<file path="src/rtl/display_pkg.sv">
// Shared constants, scan state encoding and frame payload for the 4-digit display scanner.
package display_pkg;

    localparam int unsigned NUM_DIGITS    = 4;
    localparam int unsigned NIBBLE_W      = 4;
    localparam int unsigned DATA_W        = NUM_DIGITS * NIBBLE_W;
    localparam int unsigned DWELL_DEFAULT = 50000;
    localparam int unsigned BLANK_DEFAULT = 500;

    typedef enum logic {
        SCAN_BLANK = 1'b0,
        SCAN_SHOW  = 1'b1
    } scan_state_t;

    typedef struct packed {
        logic [NUM_DIGITS-1:0] blank;
        logic [DATA_W-1:0]     data;
    } frame_t;

    // Digits 1..3 that are zero together with every more-significant digit; digit 0 never set.
    function automatic logic [NUM_DIGITS-1:0] leading_zero_mask(input logic [DATA_W-1:0] data);
        logic [NUM_DIGITS-1:0] mask;
        logic                  all_zero;
        mask     = '0;
        all_zero = 1'b1;
        for (int i = NUM_DIGITS - 1; i >= 1; i--) begin
            all_zero = all_zero & (data[i*NIBBLE_W +: NIBBLE_W] == '0);
            mask[i]  = all_zero;
        end
        return mask;
    endfunction

endpackage

</file>
<file path="src/rtl/display_scan_timer.sv">
// Loadable down-counter that parks at zero; expired_c flags the final cycle of an interval.
module display_scan_timer
    import display_pkg::*;
#(
    parameter int unsigned CNT_W       = 16,
    parameter int unsigned RESET_VALUE = 0
) (
    input  logic             clk,
    input  logic             rst_n,
    input  logic             load,
    input  logic [CNT_W-1:0] load_value,
    output logic [CNT_W-1:0] count,
    output logic             expired_c
);

    always_ff @(posedge clk or negedge rst_n) begin
        if (!rst_n) begin
            count <= CNT_W'(RESET_VALUE);
        end else if (load) begin
            count <= load_value;
        end else if (count != '0) begin
            count <= count - CNT_W'(1);
        end
    end

    assign expired_c = (count == '0);

endmodule

</file>
<file path="src/rtl/display_scan_controller.sv">
// Multiplexed 4-digit 7-segment scan controller with tear-free frame-synchronous updates.
// Optional build macro: LEADING_ZERO_BLANK_EN (suppress leading zero digits).
module display_scan_controller
    import display_pkg::*;
#(
    parameter int unsigned DWELL_CYCLES = DWELL_DEFAULT,
    parameter int unsigned BLANK_CYCLES = BLANK_DEFAULT
) (
    input  logic                  clk,
    input  logic                  rst_n,
    input  logic [DATA_W-1:0]     upd_data,
    input  logic [NUM_DIGITS-1:0] upd_blank,
    input  logic                  upd_valid,
    output logic                  upd_ready,
    output logic [NIBBLE_W-1:0]   binary_code,
    output logic                  decoder_enable,
    output logic [NUM_DIGITS-1:0] digit_select_n,
    output logic                  frame_tick
);

    localparam int unsigned CNT_MAX = (DWELL_CYCLES > BLANK_CYCLES) ? DWELL_CYCLES : BLANK_CYCLES;
    localparam int unsigned CNT_W   = (CNT_MAX > 1) ? $clog2(CNT_MAX) : 1;
    localparam int unsigned IDX_W   = $clog2(NUM_DIGITS);
    localparam logic [CNT_W-1:0] DWELL_LOAD = CNT_W'(DWELL_CYCLES - 1);
    localparam logic [CNT_W-1:0] BLANK_LOAD = CNT_W'(BLANK_CYCLES - 1);
    localparam logic [IDX_W-1:0] LAST_IDX   = IDX_W'(NUM_DIGITS - 1);

    scan_state_t           state, state_next;
    logic [IDX_W-1:0]      idx, idx_next;
    logic                  load_c;
    logic [CNT_W-1:0]      load_value_c;
    logic [CNT_W-1:0]      count;
    logic                  expired_c;
    logic                  last_next_c;
    logic [NUM_DIGITS-1:0] blank_eff_c;
    logic [NUM_DIGITS-1:0] select_next;
    logic                  enable_next;
    logic [NIBBLE_W-1:0]   code_next;
    logic                  tick_next;
    frame_t                staging;
    frame_t                shadow;

    display_scan_timer #(
        .CNT_W       (CNT_W),
        .RESET_VALUE (BLANK_CYCLES - 1)
    ) u_timer (
        .clk        (clk),
        .rst_n      (rst_n),
        .load       (load_c),
        .load_value (load_value_c),
        .count      (count),
        .expired_c  (expired_c)
    );

`ifdef LEADING_ZERO_BLANK_EN
    assign blank_eff_c = shadow.blank | leading_zero_mask(shadow.data);
`else
    assign blank_eff_c = shadow.blank;
`endif

    // Next state plus next-cycle output values, so registered outputs line up with the state.
    always_comb begin
        state_next   = state;
        idx_next     = idx;
        load_c       = 1'b0;
        load_value_c = BLANK_LOAD;
        select_next  = '1;
        enable_next  = 1'b0;
        code_next    = '0;
        tick_next    = 1'b0;

        case (state)
            SCAN_BLANK: begin
                if (expired_c) begin
                    state_next   = SCAN_SHOW;
                    load_c       = 1'b1;
                    load_value_c = DWELL_LOAD;
                end
            end
            SCAN_SHOW: begin
                if (expired_c) begin
                    state_next   = SCAN_BLANK;
                    idx_next     = idx + IDX_W'(1);
                    load_c       = 1'b1;
                    load_value_c = BLANK_LOAD;
                end
            end
            default: begin
                state_next = SCAN_BLANK;
            end
        endcase

        // True when the counter will read zero in the coming cycle.
        last_next_c = load_c ? (load_value_c == '0) : (count == CNT_W'(1));

        if (state_next == SCAN_SHOW) begin
            select_next = ~(NUM_DIGITS'(1) << idx_next);
            enable_next = ~blank_eff_c[idx_next];
            code_next   = NIBBLE_W'(shadow.data >> (NIBBLE_W * 32'(idx_next)));
            tick_next   = last_next_c && (idx_next == LAST_IDX);
        end
    end

    // Scan state and registered display outputs.
    always_ff @(posedge clk or negedge rst_n) begin
        if (!rst_n) begin
            state          <= SCAN_BLANK;
            idx            <= '0;
            digit_select_n <= '1;
            decoder_enable <= 1'b0;
            binary_code    <= '0;
            frame_tick     <= 1'b0;
        end else begin
            state          <= state_next;
            idx            <= idx_next;
            digit_select_n <= select_next;
            decoder_enable <= enable_next;
            binary_code    <= code_next;
            frame_tick     <= tick_next;
        end
    end

    // upd_ready doubles as the staging-empty flag; commit only on the frame boundary.
    always_ff @(posedge clk or negedge rst_n) begin
        if (!rst_n) begin
            upd_ready <= 1'b1;
            staging   <= '{blank: '1, data: '0};
            shadow    <= '{blank: '1, data: '0};
        end else if (frame_tick && !upd_ready) begin
            shadow    <= staging;
            upd_ready <= 1'b1;
        end else if (upd_valid && upd_ready) begin
            staging   <= '{blank: upd_blank, data: upd_data};
            upd_ready <= 1'b0;
        end
    end

endmodule
</file>
<file path="config.mk">
export PLATFORM = sky130hd
export DESIGN_NAME = display_scan_controller
export DESIGN_NICKNAME = d
export VERILOG_FILES = /design/src/rtl/display_pkg.sv /design/src/rtl/display_scan_timer.sv /design/src/rtl/display_scan_controller.sv
export SDC_FILE = /design/constraint.sdc
export NUM_CORES = 1
export LEC_CHECK = 0
export ABC_AREA = 1
export CAP_MARGIN = 40
export CORE_MARGIN = 2
export CORE_UTILIZATION = 59
export CTS_BUF_LIST = sky130_fd_sc_hd__clkbuf_4
export CTS_CLUSTER_DIAMETER = 200
export DETAILED_ROUTE_END_ITERATION = 7
export PLACE_DENSITY_LB_ADDON = 0.08
export SETUP_SLACK_MARGIN = 0.2
export SLEW_MARGIN = 5
export SYNTH_ARGS = -nofsm -noshare
export SYNTH_HDL_FRONTEND = slang
export SYNTH_HIERARCHICAL = 1
export SYNTH_SLANG_ARGS = --single-unit
</file>
<file path="constraint.sdc">
create_clock -name clk -period 3.1 [get_ports clk]
set_input_delay 0.775 -clock clk [delete_from_list [all_inputs] [get_ports clk]]
set_output_delay 0.775 -clock clk [all_outputs]
set_load 0.1 [all_outputs]
</file>
; ---- Yosys cells after proc, flatten, opt, wreduce, memory -nomap -nowiden
; Cells that the tools add are included.
[op_classes]
n_div = 0
n_addsub = 2
n_mul = 0
order_cmp = 1
n_reduce_logical = 10
bitwise = 4
shift = 2
muxes = 18
eq_ne = 2
[op_table]
columns = operator, count
row1 = $mux W16, 3
row2 = $logic_not A16 Y1, 2
row3 = $pmux W16 S2, 1
row4 = $eq A16 B1 Y1 const B, 1
row5 = $reduce_bool A16 Y1, 1
row6 = $shr A16 B4 Y4, 1
row7 = $sub A16 B1 Y16 const B, 1
row8 = $mux W1, 8
row9 = $mux W4, 2
row10 = $mux W2, 2
row11 = $not A4 Y4, 1
row12 = $reduce_bool A2 Y1, 2
row13 = $shl A1 B2 Y4 const A, 1
row14 = $logic_and A1 B1 Y1, 3
row15 = $lt A2 B3 Y1 const B, 1
row16 = $not A1 Y1, 3
row17 = $add A2 B1 Y2 const B, 1
row18 = $bmux W1 S2, 1
row19 = $eq A2 B2 Y1 const B, 1
row20 = $pmux W1 S2, 1
row21 = $reduce_and A2 Y1, 1
row22 = $logic_not A1 Y1, 1
[word_totals]
ramBits = 0
reg_bits = 70
word_cells = 51
mem_bits_ro = 0
n_memories = 0
out_inout_bits = 11
latch_bits = 0

; ---- Depth between registers and ports, before layout
; Gate-level depths: netlist of run 1.
[depth]
word_depth = 7
depth_mapped = 14
ltp_nobuf = 14

; ---- By module
; Netlist of run 1, hierarchy kept.
[by_module_without_submodules]
columns = module, area_each_um2, cells_each, n_inst
row1 = display_scan_controller, 2243.4, 213, 1
row2 = display_scan_timer, 1193.6, 167, 1

; ---- Worst setup path after synthesis of run 1
; OpenSTA, ideal clock, no wires.
[synth_path]
kind = register to register
start = reg u_timer.count[0]
end = reg binary_code[0]
period_less_slack_ns = 2.422
path_stages_with_launch = 15
arrival_ns = 2.299
path_slack_ns = 0.678
t_required_ns = 2.977
cell_sequence = dfstp_2 -> inv_1 -> ha_1 -> nand2_4 -> nor2_4 -> nand3_1 -> nor3_1 -> nand2_1 -> nand2_2 -> nand2_4 -> buf_6 -> nand2_1 -> nand2_1 -> nand2_1 -> a21oi_1
[synth_via]
elab_chain_len = 5
elab_cells_between_ends = 8
classes_between = shift (1) / mux (6) / reduce/logical (1)
[synth_rtl]
columns = item, line_no
row1 = "start, declared", display_scan_timer.sv:12  ; output logic [CNT_W-1:0] count,
row2 = "start signal, assigned", display_scan_timer.sv:18  ; count <= CNT_W'(RESET_VALUE);
row3 = "start signal, assigned", display_scan_timer.sv:20  ; count <= load_value;
row4 = "start signal, assigned", display_scan_timer.sv:22  ; count <= count - CNT_W'(1);
row5 = $logic_not A16 Y1 *, display_scan_timer.sv:26  ; assign expired_c = (count == '0);
row6 = named net expired_c, display_scan_controller.sv:33  ; logic expired_c;
row7 = $mux W2, display_scan_controller.sv:81  ; if (expired_c) begin
row8 = $mux W2, display_scan_controller.sv:72  ; case (state)
row9 = $shr A16 B4 Y4, display_scan_controller.sv:99  ; code_next = NIBBLE_W'(shadow.data >> (NIBBLE_W * 32'(idx_next)));
row10 = $mux W4 *, display_scan_controller.sv:96  ; if (state_next == SCAN_SHOW) begin
row11 = named net code_next[0], display_scan_controller.sv:38  ; logic [NIBBLE_W-1:0] code_next;
row12 = "end signal, assigned", display_scan_controller.sv:118  ; binary_code <= code_next;
row13 = "end, declared", display_scan_controller.sv:15  ; output logic [NIBBLE_W-1:0] binary_code,
; Mark *: on every way through the listed nets, which the timed path passes. The rest lies on a longest branch.
; A chain may end at the register's enable or synchronous reset.

; ---- Worst setup path after layout of run 1
[layout_path]
start = reg u_timer.count[0]
end = reg decoder_enable
[layout_via]
elab_chain_len = 7
elab_cells_between_ends = 10
classes_between = mux (8) / bitwise (1) / reduce/logical (1)
[layout_rtl]
columns = item, line_no
row1 = $logic_not A16 Y1, display_scan_timer.sv:26
row2 = named net expired_c, display_scan_controller.sv:33
row3 = $mux W2, display_scan_controller.sv:81
row4 = $mux W2, display_scan_controller.sv:72
row5 = named net idx_next[1], display_scan_controller.sv:29  ; logic [IDX_W-1:0] idx, idx_next;
row6 = $bmux W1 S2, display_scan_controller.sv:98  ; enable_next = ~blank_eff_c[idx_next];
row7 = $mux W1 (implied by the code), display_scan_controller.sv:98
row8 = $not A1 Y1, display_scan_controller.sv:98
row9 = $mux W1, display_scan_controller.sv:96
row10 = named net enable_next, display_scan_controller.sv:37  ; logic enable_next;
row11 = "end signal, assigned", display_scan_controller.sv:117  ; decoder_enable <= enable_next;
row12 = "end, declared", display_scan_controller.sv:16  ; output logic decoder_enable,
; The timed path passes the listed nets, and every way through them passes these cells. The select of a mux whose other input is x is not followed.

==> qor.csv, run 1 <==
stage,metric,value,unit
status,outcome,"complete, no violations",
clock_network,worst skew pair latency,0.40,ns
logic_synthesis,asr flop ratio synth,100.0,%
timing,RSZ-0062 raised after global routing,no,
setup_path,worst setup path class,register to register,
logic_synthesis,yosys warns,6,
floorplanning,core area,5574,um2
timing,Tcrit/Tclk final,78.35,%
place,IO buf count,33,
setup_path,CP max stage delay,0.40,ns
worst_hold_path,Hold Crit Class,input pin to async pin,
cells_and_area,fraction of layout cells with a size suffix above 1,23.72,%
setup_path,critical-path cell list,inv_1 -> ha_1 -> nand2_4 -> nor2_4 -> nand3_1 -> nor3_2 -> buf_4 -> nand3_4 -> nand2_1 -> nand2_2 -> nor2_1 -> nand2_1 -> nand2_1 -> nor2_1,
clock_network,H-tree Lvls,3,
setup_path,"CP delay by family, top",simple AND/OR/NAND/NOR gates,
floorplanning,Site Rows,27,
place,Routability Congestion,0.8235,
clock_network,Post-CTS Setup Inserts,0,
setup_path,type of origin of the critical path,register,
drt,initial drt markers,110,
timing,worst slew pin tran,0.6755,ns
setup_path,CP Capture Type,register,
timing,highest achievable clock rate,0.4117,GHz
clock_network,Sink Count,70,
floorplanning,Top Ports,34,
place,Post-DP Area,3836,um2
drt,WL/cell,12.80,um
cells_and_area,Final nets,452,
job,max cap viols,0,
clock_network,TritonCTS Buffers,9,
timing,Tmin final,2.429,ns
floorplanning,Die Y,80.33,um
global_route,initial antenna violation count,0,
logic_synthesis,main flop type after synthesis,dfrtp_1,
clock_network,CTS resizes,0,
global_route,first-pass GRT wire length,11320,um
power,total power,0.001500,W
timing,Rel. slew slack,54.85,%
logic_synthesis,Seq cells post-synth,70,
setup_path,Critical Path Slowest Stage Cell,dfstp_2,
global_route,vias in the first global route,2639,
logic_synthesis,post-synthesis sequential area ratio,51.69,%
drt,Remaining DRCs,0,
drt,final WL,6424,um
clock_network,CTS Root Cell,clkbuf_4,
power,maximum vdd drop,0.0002873,V
logic_synthesis,Synth Instances,380,
cells_and_area,final core utilization,70.68,%
drt,total number of vias,2584,
setup_path,Buf/Inv on CP,2,
clock_network,Clock Tree Buf Depth,2,
clock_network,Worst-path clk slew,0.10,ns
drt,number of vias per cell,5.147,
setup_path,CP arrival,2.72,ns
power,Leak,1.917,nW
global_route,grt ovf,0,
timing,setup violators final,0,
global_route,gr usage total,22.91,%
power,Pwr Density,380.7,nW/um2
cells_and_area,post-route cell area,3940,um2
logic_synthesis,synthesized cell area,3437,um2
clock_network,CTS tree,done,
timing,Setup TNS Final,0,ns
floorplanning,Initial Util,61.66,%
floorplanning,die width,80.33,um
cells_and_area,n_diodes,0,
logic_synthesis,number of enable flip-flop cells after synthesis,0,
timing,final hold vios,0,
clock_network,hold-fix buffers at CTS,0,
setup_path,Required @ worst endpoint,3.39,ns
cells_and_area,P&R area growth vs syn,14.63,%
logic_synthesis,Netlist cell types,31,
timing,"Slew Viols, Final",0,
drt,post-route ant nets,0,
place,Post-DP HPWL,4925,um
setup_path,most numerous cell on the critical path,nand2_1,
timing,Fin Clk Skew,0.01295,ns
logic_synthesis,Syn Area/Cell,9.045,um2
global_route,largest net degree at the start of global routing,37,
drt,DRT Pass-1 Iters,4,
setup_path,worst-path maximum fanout,26,
floorplanning,die area,6452,um2
==> cell type report <==
cell class	instances	area (um2)
fill	460	1634
inverter	38	142.6
multi-input combinational	268	1484
timing repair buffer	39	342.8
tap	72	90.09
clock buffer	12	90.09
sequential	70	1777
clock inverter	3	13.76
==> stage by stage <==
step / worst slack, ns / hold slack [ns] / instances
3_5_place_dp: 0.6940 / 0.4822 / 487
5_1_grt: 0.3520 / 0.1702 / 502
4_1_cts: 0.6839 / 0.1743 / 502
2_1_floorplan: 0.6782 / 0.4459 / 386
3_3_place_gp: 0.8070 / 0.4742 / 487
6_report: 0.6712 / 0.1818 / 502
==> layer usage <==
layer,track usage [%],vias to the layer above,share of wire [%]
met3,2.809,12,2.7
met4,10.68,0,2.4
met2,40.83,43,52
li1,-,1288,-
met5,0,-,0
met1,27.53,1241,43
==> sequential cells by signal, summed over array words and instances (netlist names), 2 cells and up <==
register / cells
binary_code: 4
blank_eff_c: 4
digit_select_n: 4
idx: 2
shadow: 16
staging: 20
u_timer/count: 16
==> where the power goes <==
part / leakage, nW / switching [W] / internal (W)
Clock: 0.0646 / 0.000278 / 0.000183
Sequential: 0.852 / 0.0000117 / 0.000948
Combinational: 1.00 / 0.0000358 / 0.0000429
Total: 1.92 / 0.000326 / 0.00117
==> synthesized netlist by cell type (3+ instances only) <==
cell        n  area share [%]
nand3_1    25             3.6
nor2_4      4             1.3
o21bai_2    3            0.98
nand3_4     3             1.5
inv_1      37             4.0
ha_1        3             1.1
nor2_2      5            0.91
buf_2       7             1.0
dfrtp_1    50              36
o21ai_0    16             2.3
nor2_1     35             3.8
dfstp_2    20              15
nand2_1   103              11
nand3b_1    3            0.66
nand2_2     5            0.91
xor2_1      3            0.76
nor3_1      3            0.44
a21oi_1    14             2.0
mux2_2     22             7.2
==> logic make-up after synthesis <==
family	synth area share [%]
compound gates	5.643
xor+xnor	1.274
fa+ha+maj	1.092
buf+inv	5.933
flops	51.69
mux	7.208
other cells	0.2185
simple gates	26.94
==> path summary, 6_finish.rpt <==
check | startpoint | to | slack (ns) | cells past startpoint
max reg2reg | u_timer/count[0] | decoder_enable | 0.67 | 14
max | u_timer/count[0] | decoder_enable | 0.67 | 14
min in group clk | shadow[6] | shadow[6] | 0.50 | 2
min | rst_n | u_timer/count[2] | 0.18 | 1
max in group asynchronous | rst_n | staging[19] | 2.23 | 2
min reg2reg | shadow[6] | shadow[6] | 0.50 | 2
==> placed cells by master (no fill, tap or decap), drive strengths merged <==
cell / count
nand2: 110
dfrtp: 50
nor2: 45
inv: 38
nand3: 29
mux2: 22
clkdlybuf4s50: 21
dfstp: 20
buf: 18
o21ai: 18
a21oi: 14
clkbuf: 12
conb: 8
ha: 3
xor2: 3
nand3b: 3
o21bai: 3
nor3: 3
clkinv: 3
nand4: 2
or2: 2
xnor2: 2
nor3b: 1
No activity file was read; power rests on OpenSTA's default activity.
==> inputs of run 2 (changes only) <==
--- a/config.mk
+++ b/config.mk
@@ -8,7 +8,7 @@
 export ABC_AREA = 1
 export CAP_MARGIN = 40
 export CORE_MARGIN = 2
-export CORE_UTILIZATION = 59
+export CORE_UTILIZATION = 53
 export CTS_BUF_LIST = sky130_fd_sc_hd__clkbuf_4
 export CTS_CLUSTER_DIAMETER = 200
 export DETAILED_ROUTE_END_ITERATION = 7
==> constraint.sdc (replaced) <==
create_clock -name clk -period 2 [get_ports clk]
set_input_delay 0.5 -clock clk [delete_from_list [all_inputs] [get_ports clk]]
set_output_delay 0.5 -clock clk [all_outputs]
set_load 0.1 [all_outputs]
==> run 2 against run 1 <==
  * Count of clock-buffer cells in the layout is 3 lower
  * Power grew 66%
  * Clock power is 90% higher
  * Final cell count grew 8.0%
  * Routed wire length rose by 27%
  * Worst setup slack worse by 0.58 ns
==> qor.csv, run 2 (synthesis gave the netlist of run 1 again) <==
stage,metric,value,unit
status,outcome,"complete, no violations",
cells_and_area,final core utilization,73.27,%
setup_path,CP max stage delay,0.46,ns
floorplanning,Die Y,84.53,um
timing,final hold vios,0,
cells_and_area,fill cell total of the finished layout,449,
power,Leak,2.199,nW
floorplanning,Top Ports,34,
place,IO buf count,33,
drt,total number of vias,2783,
setup_path,type of origin of the critical path,register,
power,clock network fraction of total power,35.2,%
global_route,initial antenna violation count,0,
power,Sw Ratio,23.48,%
clock_network,Worst-path clk slew,0.12,ns
place,post-place setup slack,-0.02979,ns
drt,number of vias per cell,5.135,
cells_and_area,max FFs per register,20,
cells_and_area,Top reg by flops,staging,
cells_and_area,Final nets,486,
global_route,grt ovf,0,
job,max cap viols,0,
setup_path,FF-to-FF End,binary_code[0],
cells_and_area,n_diodes,0,
timing,highest achievable clock rate,0.5242,GHz
floorplanning,die width,84.53,um
power,maximum vdd drop,0.0006183,V
floorplanning,Site Rows,29,
setup_path,worst-path maximum fanout,8,
drt,initial drt markers,122,
clock_network,Clock Tree Buf Depth,2,
setup_path,CP Capture Type,register,
setup_path,worst setup path class,register to register,
place,Post-DP HPWL,5505,um
drt,Remaining DRCs,0,
cells_and_area,most frequent cells in the layout,"93 x nand2_1, 49 x dfrtp_1, 31 x buf_4, 30 x inv_1, 29 x nor2_1",
timing,post-route setup slack,0.09239,ns
cells_and_area,biggest regs,"staging x20, shadow x16, u_timer/count x16",
setup_path,R2R Path Start,u_timer/count[13],
setup_path,critical-path cell list,nor2_1 -> nand3_2 -> nor3_4 -> buf_6 -> nand3_4 -> buf_6 -> nand3_1 -> nand2_1 -> nand2_1 -> a21oi_2,
timing,Fin Clk Skew,0.01036,ns
timing,Rel. slew slack,61.64,%
global_route,gr usage total,23.76,%
drt,DRT Pass-1 Iters,4,
clock_network,CTS Root Cell,clkbuf_4,
global_route,largest net degree at the start of global routing,30,
clock_network,H-tree Lvls,3,
clock_network,Sink Count,70,
setup_path,flop-to-flop setup slack,0.09,ns
power,part of the power in registers,59.6,%
clock_network,hold-fix buffers at CTS,0,
power,combinational share of power,5.2,%
setup_path,Critical Path Slowest Stage Cell,dfrtp_2,
floorplanning,core area,6314,um2
power,P_sw,0.0005863,W
timing,setup violators final,0,
clock_network,CTS tree,done,
setup_path,"CP delay by family, top",simple AND/OR/NAND/NOR gates,
cells_and_area,P&R area growth vs syn,34.58,%
power,Pwr Density,539.9,nW/um2
clock_network,worst skew pair latency,0.42,ns
drt,final WL,8178,um
cells_and_area,fraction of layout cells with a size suffix above 1,38.06,%
worst_hold_path,Hold Crit Class,input pin to async pin,
global_route,vias in the first global route,2834,
floorplanning,die area,7145,um2
timing,RSZ-0062 raised after global routing,yes,
timing,Tmin final,1.908,ns
clock_network,TritonCTS Buffers,9,
setup_path,worst reg-to-reg path cell count,10,
timing,worst slew pin tran,0.5753,ns
drt,WL/cell,15.09,um
power,Int Power,0.001911,W
drt,post-route ant nets,0,
floorplanning,Initial Util,54.44,%
place,Routability Congestion,0.8574,
setup_path,Required @ worst endpoint,2.32,ns
setup_path,Buf/Inv on CP,2,
setup_path,CP arrival,2.22,ns
timing,Tcrit/Tclk final,95.38,%
cells_and_area,"commonest non-fill, non-tap cell in the layout",nand2_1,
global_route,first-pass GRT wire length,13110,um
timing,"Slew Viols, Final",0,
## run 2: layout make-up
type,count,area (um2),area share [%]
Multi-Input combinational cell,271,1735,37.52
Clock buffer,9,67.56,1.461
Clock inverter,7,65.06,1.407
Tap cell,77,96.34,2.083
Inverter,38,147.6,3.192
Sequential cell,70,1778,38.44
Timing Repair Buffer,70,735.7,15.90
## run 2: worst max path at each step
stage                                end         startpoint  cells past startpoint  slack [ns]
after global placement    binary_code[3]   u_timer/count[1]                     12        0.04
after CTS                 binary_code[3]   u_timer/count[3]                     12        0.14
after global routing      binary_code[3]   u_timer/count[9]                     12      -0.007
after floorplan           binary_code[0]   u_timer/count[0]                     13        0.03
final                     binary_code[0]  u_timer/count[13]                     10        0.09
after detailed placement  decoder_enable   u_timer/count[1]                     13       -0.03
## run 2: timing repair
action	in CTS	in global routing
gates resized for setup	23	39
setup endpoints to repair	24	22
setup buffers	5	7
pin swaps	14	10
gates cloned	3	1
## run 2: metal layers
metal | share of wire (%) | vias up | track usage, % | wire length (um)
met4 | 2.7 | 0 | 9.812 | 221
met2 | 54 | 60 | 41.52 | 4417
met3 | 3.7 | 18 | 5.211 | 305
met1 | 40 | 1334 | 28.39 | 3233
li1 | - | 1371 | - | -
met5 | 0 | - | 0 | 0
## run 2: metrics by stage
stage	area, um2	hold WS [ns]	std cells	setup TNS [ns]	power [W]
2_1_floorplan	3506	0.2044	386	0	0.001552
3_3_place_gp	4131	0.4633	510	0	0.001640
3_5_place_dp	4131	0.4682	510	-0.06647	0.001648
4_1_cts	4424	0.07290	534	0	0.002517
5_1_grt	4626	0.08756	542	-0.007088	0.002598
6_report	4626	0.06005	542	0	0.002497
## run 2: power by group through the flow
stage               sequential (W)  clock (W)  combinational [W]
floorplan                  0.00151          0          0.0000443
global placement           0.00151          0           0.000128
detailed placement         0.00152          0           0.000133
CTS                        0.00149   0.000895           0.000133
global route               0.00149   0.000955           0.000148
finish                     0.00149   0.000880           0.000129
==> inputs of run 3 (changes only) <==
--- a/config.mk
+++ b/config.mk
@@ -6,8 +6,9 @@
 export NUM_CORES = 1
 export LEC_CHECK = 0
 export ABC_AREA = 1
+export ABC_CLOCK_PERIOD_IN_PS = 2000
 export CAP_MARGIN = 40
-export CORE_MARGIN = 2
+export CORE_MARGIN = 5
 export CORE_UTILIZATION = 53
 export CTS_BUF_LIST = sky130_fd_sc_hd__clkbuf_4
 export CTS_CLUSTER_DIAMETER = 200
==> run 3 against run 2 <==
  * Routed wire length decreased by 9.3%
  * Final cell count is 0.92% lower
  * Clock power increased by 2.4%
  * Sequential power barely moved
  * Non-clock buffer count down 4
  * Sequential cell count stayed put
  * Via count down 1.7%
  * Highest routed layer unchanged
  * Critical path depth is 4 higher
  * Sequential share of layout area rose by 1.4 points
  * First-iteration DRC count decreased by 5.7%
  * Fmax is 1.1% lower
  * Power is 0.56% higher
  * Largest cell class unchanged
==> qor.csv, run 3 (synthesis gave the netlist of run 1 again) <==
stage,metric,value,unit
status,outcome,"complete, no violations",
setup_path,critical-path cell list,inv_2 -> ha_4 -> nand2_4 -> nor2_4 -> nand3_4 -> nor3_4 -> buf_12 -> nand3_4 -> nand2_4 -> nand2_4 -> nor2_4 -> nand2_1 -> nand2_1 -> nor2_1,
cells_and_area,biggest regs,"staging x20, shadow x16, u_timer/count x16",
global_route,first-pass GRT wire length,12480,um
place,IO buf count,33,
setup_path,CP Capture Type,register,
timing,final hold vios,0,
drt,Remaining DRCs,0,
cells_and_area,P&R area growth vs syn,29.71,%
cells_and_area,post-route insts no fill,537,
cells_and_area,final core utilization,70.61,%
job,max cap viols,0,
timing,Tmin final,1.930,ns
floorplanning,die area,8196,um2
cells_and_area,"commonest non-fill, non-tap cell in the layout",nand2_1,
power,Leak,2.162,nW
global_route,GR Util met1,22.20,%
setup_path,Critical Path Slowest Stage Cell,dfstp_2,
clock_network,H-tree Lvls,3,
setup_path,worst-path maximum fanout,7,
timing,"Slew Viols, Final",0,
timing,Fin Clk Skew,0.02024,ns
power,maximum vdd drop,0.0005119,V
setup_path,type of origin of the critical path,register,
worst_hold_path,Hold Crit Class,input pin to async pin,
setup_path,CP max stage delay,0.40,ns
floorplanning,die width,90.53,um
global_route,grt ovf,0,
place,Post-DP HPWL,4992,um
setup_path,worst setup path class,register to register,
clock_network,TritonCTS Buffers,9,
setup_path,CP arrival,2.22,ns
cells_and_area,Top reg by flops,staging,
clock_network,worst skew pair latency,0.40,ns
power,Pwr Density,563.4,nW/um2
timing,RSZ-0062 raised after global routing,yes,
place,Post-DP Area,4074,um2
floorplanning,Initial Util,54.44,%
global_route,vias in the first global route,2726,
drt,post-route ant nets,0,
place,Routability Congestion,0.8689,
cells_and_area,max FFs per register,20,
global_route,initial antenna violation count,0,
timing,Setup TNS Final,0,ns
clock_network,Clock Tree Buf Depth,2,
global_route,M2 GR Usage,32.32,%
drt,DRT Pass-1 Iters,4,
setup_path,Required @ worst endpoint,2.29,ns
floorplanning,Die Y,90.53,um
clock_network,Worst-path clk slew,0.12,ns
place,placed cells,504,
global_route,met3 usage,4.500,%
drt,number of vias per cell,5.097,
floorplanning,Top Ports,34,
timing,highest achievable clock rate,0.5182,GHz
cells_and_area,most frequent cells in the layout,"100 x nand2_1, 50 x dfrtp_1, 32 x buf_4, 31 x inv_1, 30 x nor2_1",
drt,WL/cell,13.81,um
cells_and_area,Final nets,481,
drt,total number of vias,2737,
global_route,largest net degree at the start of global routing,71,
timing,setup violators final,0,
global_route,gr usage total,18.82,%
floorplanning,Site Rows,29,
timing,Tcrit/Tclk final,96.49,%
floorplanning,core area,6314,um2
clock_network,CTS tree,done,
drt,final WL,7416,um
drt,initial drt markers,115,
cells_and_area,n_diodes,0,
cells_and_area,fraction of layout cells with a size suffix above 1,33.70,%
global_route,"Most Used Layer, Global Route",met2,
cells_and_area,post-route cell area,4458,um2
setup_path,most numerous cell on the critical path,nand2_4,
clock_network,Sink Count,70,
clock_network,CTS Root Cell,clkbuf_4,
==> run 3: cell count changes in the layout (fill, tap and decap cells not counted), moves of 3 or more <==
cell	previous run	this run
a21oi_1	9	12
a21oi_2	5	2
buf_6	6	3
clkinvlp_4	3	0
nand2_1	93	100
nand2_2	11	4
nand3_1	18	21
nand3_2	8	4
o21ai_0	12	16
o21ai_1	5	2
==> run 3: timing repair <==
action,in CTS,in global routing
cloned,2,0
setup buffers,9,6
pin swaps,12,1
hold buffers,0,0
resized for setup,19,9
endpoints found under the setup margin,29,26
==> run 3: routing by layer <==
metal | vias up | routed length (um)
li1 | 1361 | -
met1 | 1312 | 3071
met2 | 56 | 3947
met3 | 8 | 297
met4 | 0 | 99
met5 | - | 0
==> run 3: power by group <==
group	switching, W	internal [W]
Sequential	0.0000174	0.00147
Clock	0.000507	0.000394
Combinational	0.0000554	0.0000681
Total	0.000580	0.00193
==> run 3: layout make-up <==
type                       count  area [um2]
fill                         505        1856
sequential                    70        1777
multi-input combinational    270        1633
timing repair buffer          66       669.4
inverter                      38       145.1
tap                           77       96.34
clock buffer                  10       75.07
clock inverter                 6       62.56
==> run 3: stage by stage <==
step / hold slack [ns] / power, W / setup slack, ns
floorplan: 0.2044 / 0.001552 / 0.03267
detailed placement: 0.4659 / 0.001640 / -0.08604
global placement: 0.4663 / 0.001634 / -0.03069
global route: 0.07770 / 0.002639 / -0.02754
finish: 0.08326 / 0.002511 / 0.07024
CTS: 0.09179 / 0.002534 / 0.1243
==> run 3: worst max-delay path, delay by kind of cell, from the launching register on <==
family	cells	cell delay [ns]
buffers and inverters	2	0.22
AND/OR/NAND/NOR	11	1.05
flip-flops	1	0.40
adder cells (fa/ha/maj)	1	0.14
==> run 3: path summary, 6_finish.rpt <==
path                       cells past startpoint           endpoint        startpoint  slack, ns
min reg2reg                                    2        staging[19]       staging[19]       0.48
max                                           14     decoder_enable  u_timer/count[1]       0.07
min                                            2   u_timer/count[2]             rst_n       0.08
max reg2reg                                   14     decoder_enable  u_timer/count[1]       0.07
max in group asynchronous                      2  digit_select_n[2]             rst_n       1.55
min in group clk                               2        staging[19]       staging[19]       0.48
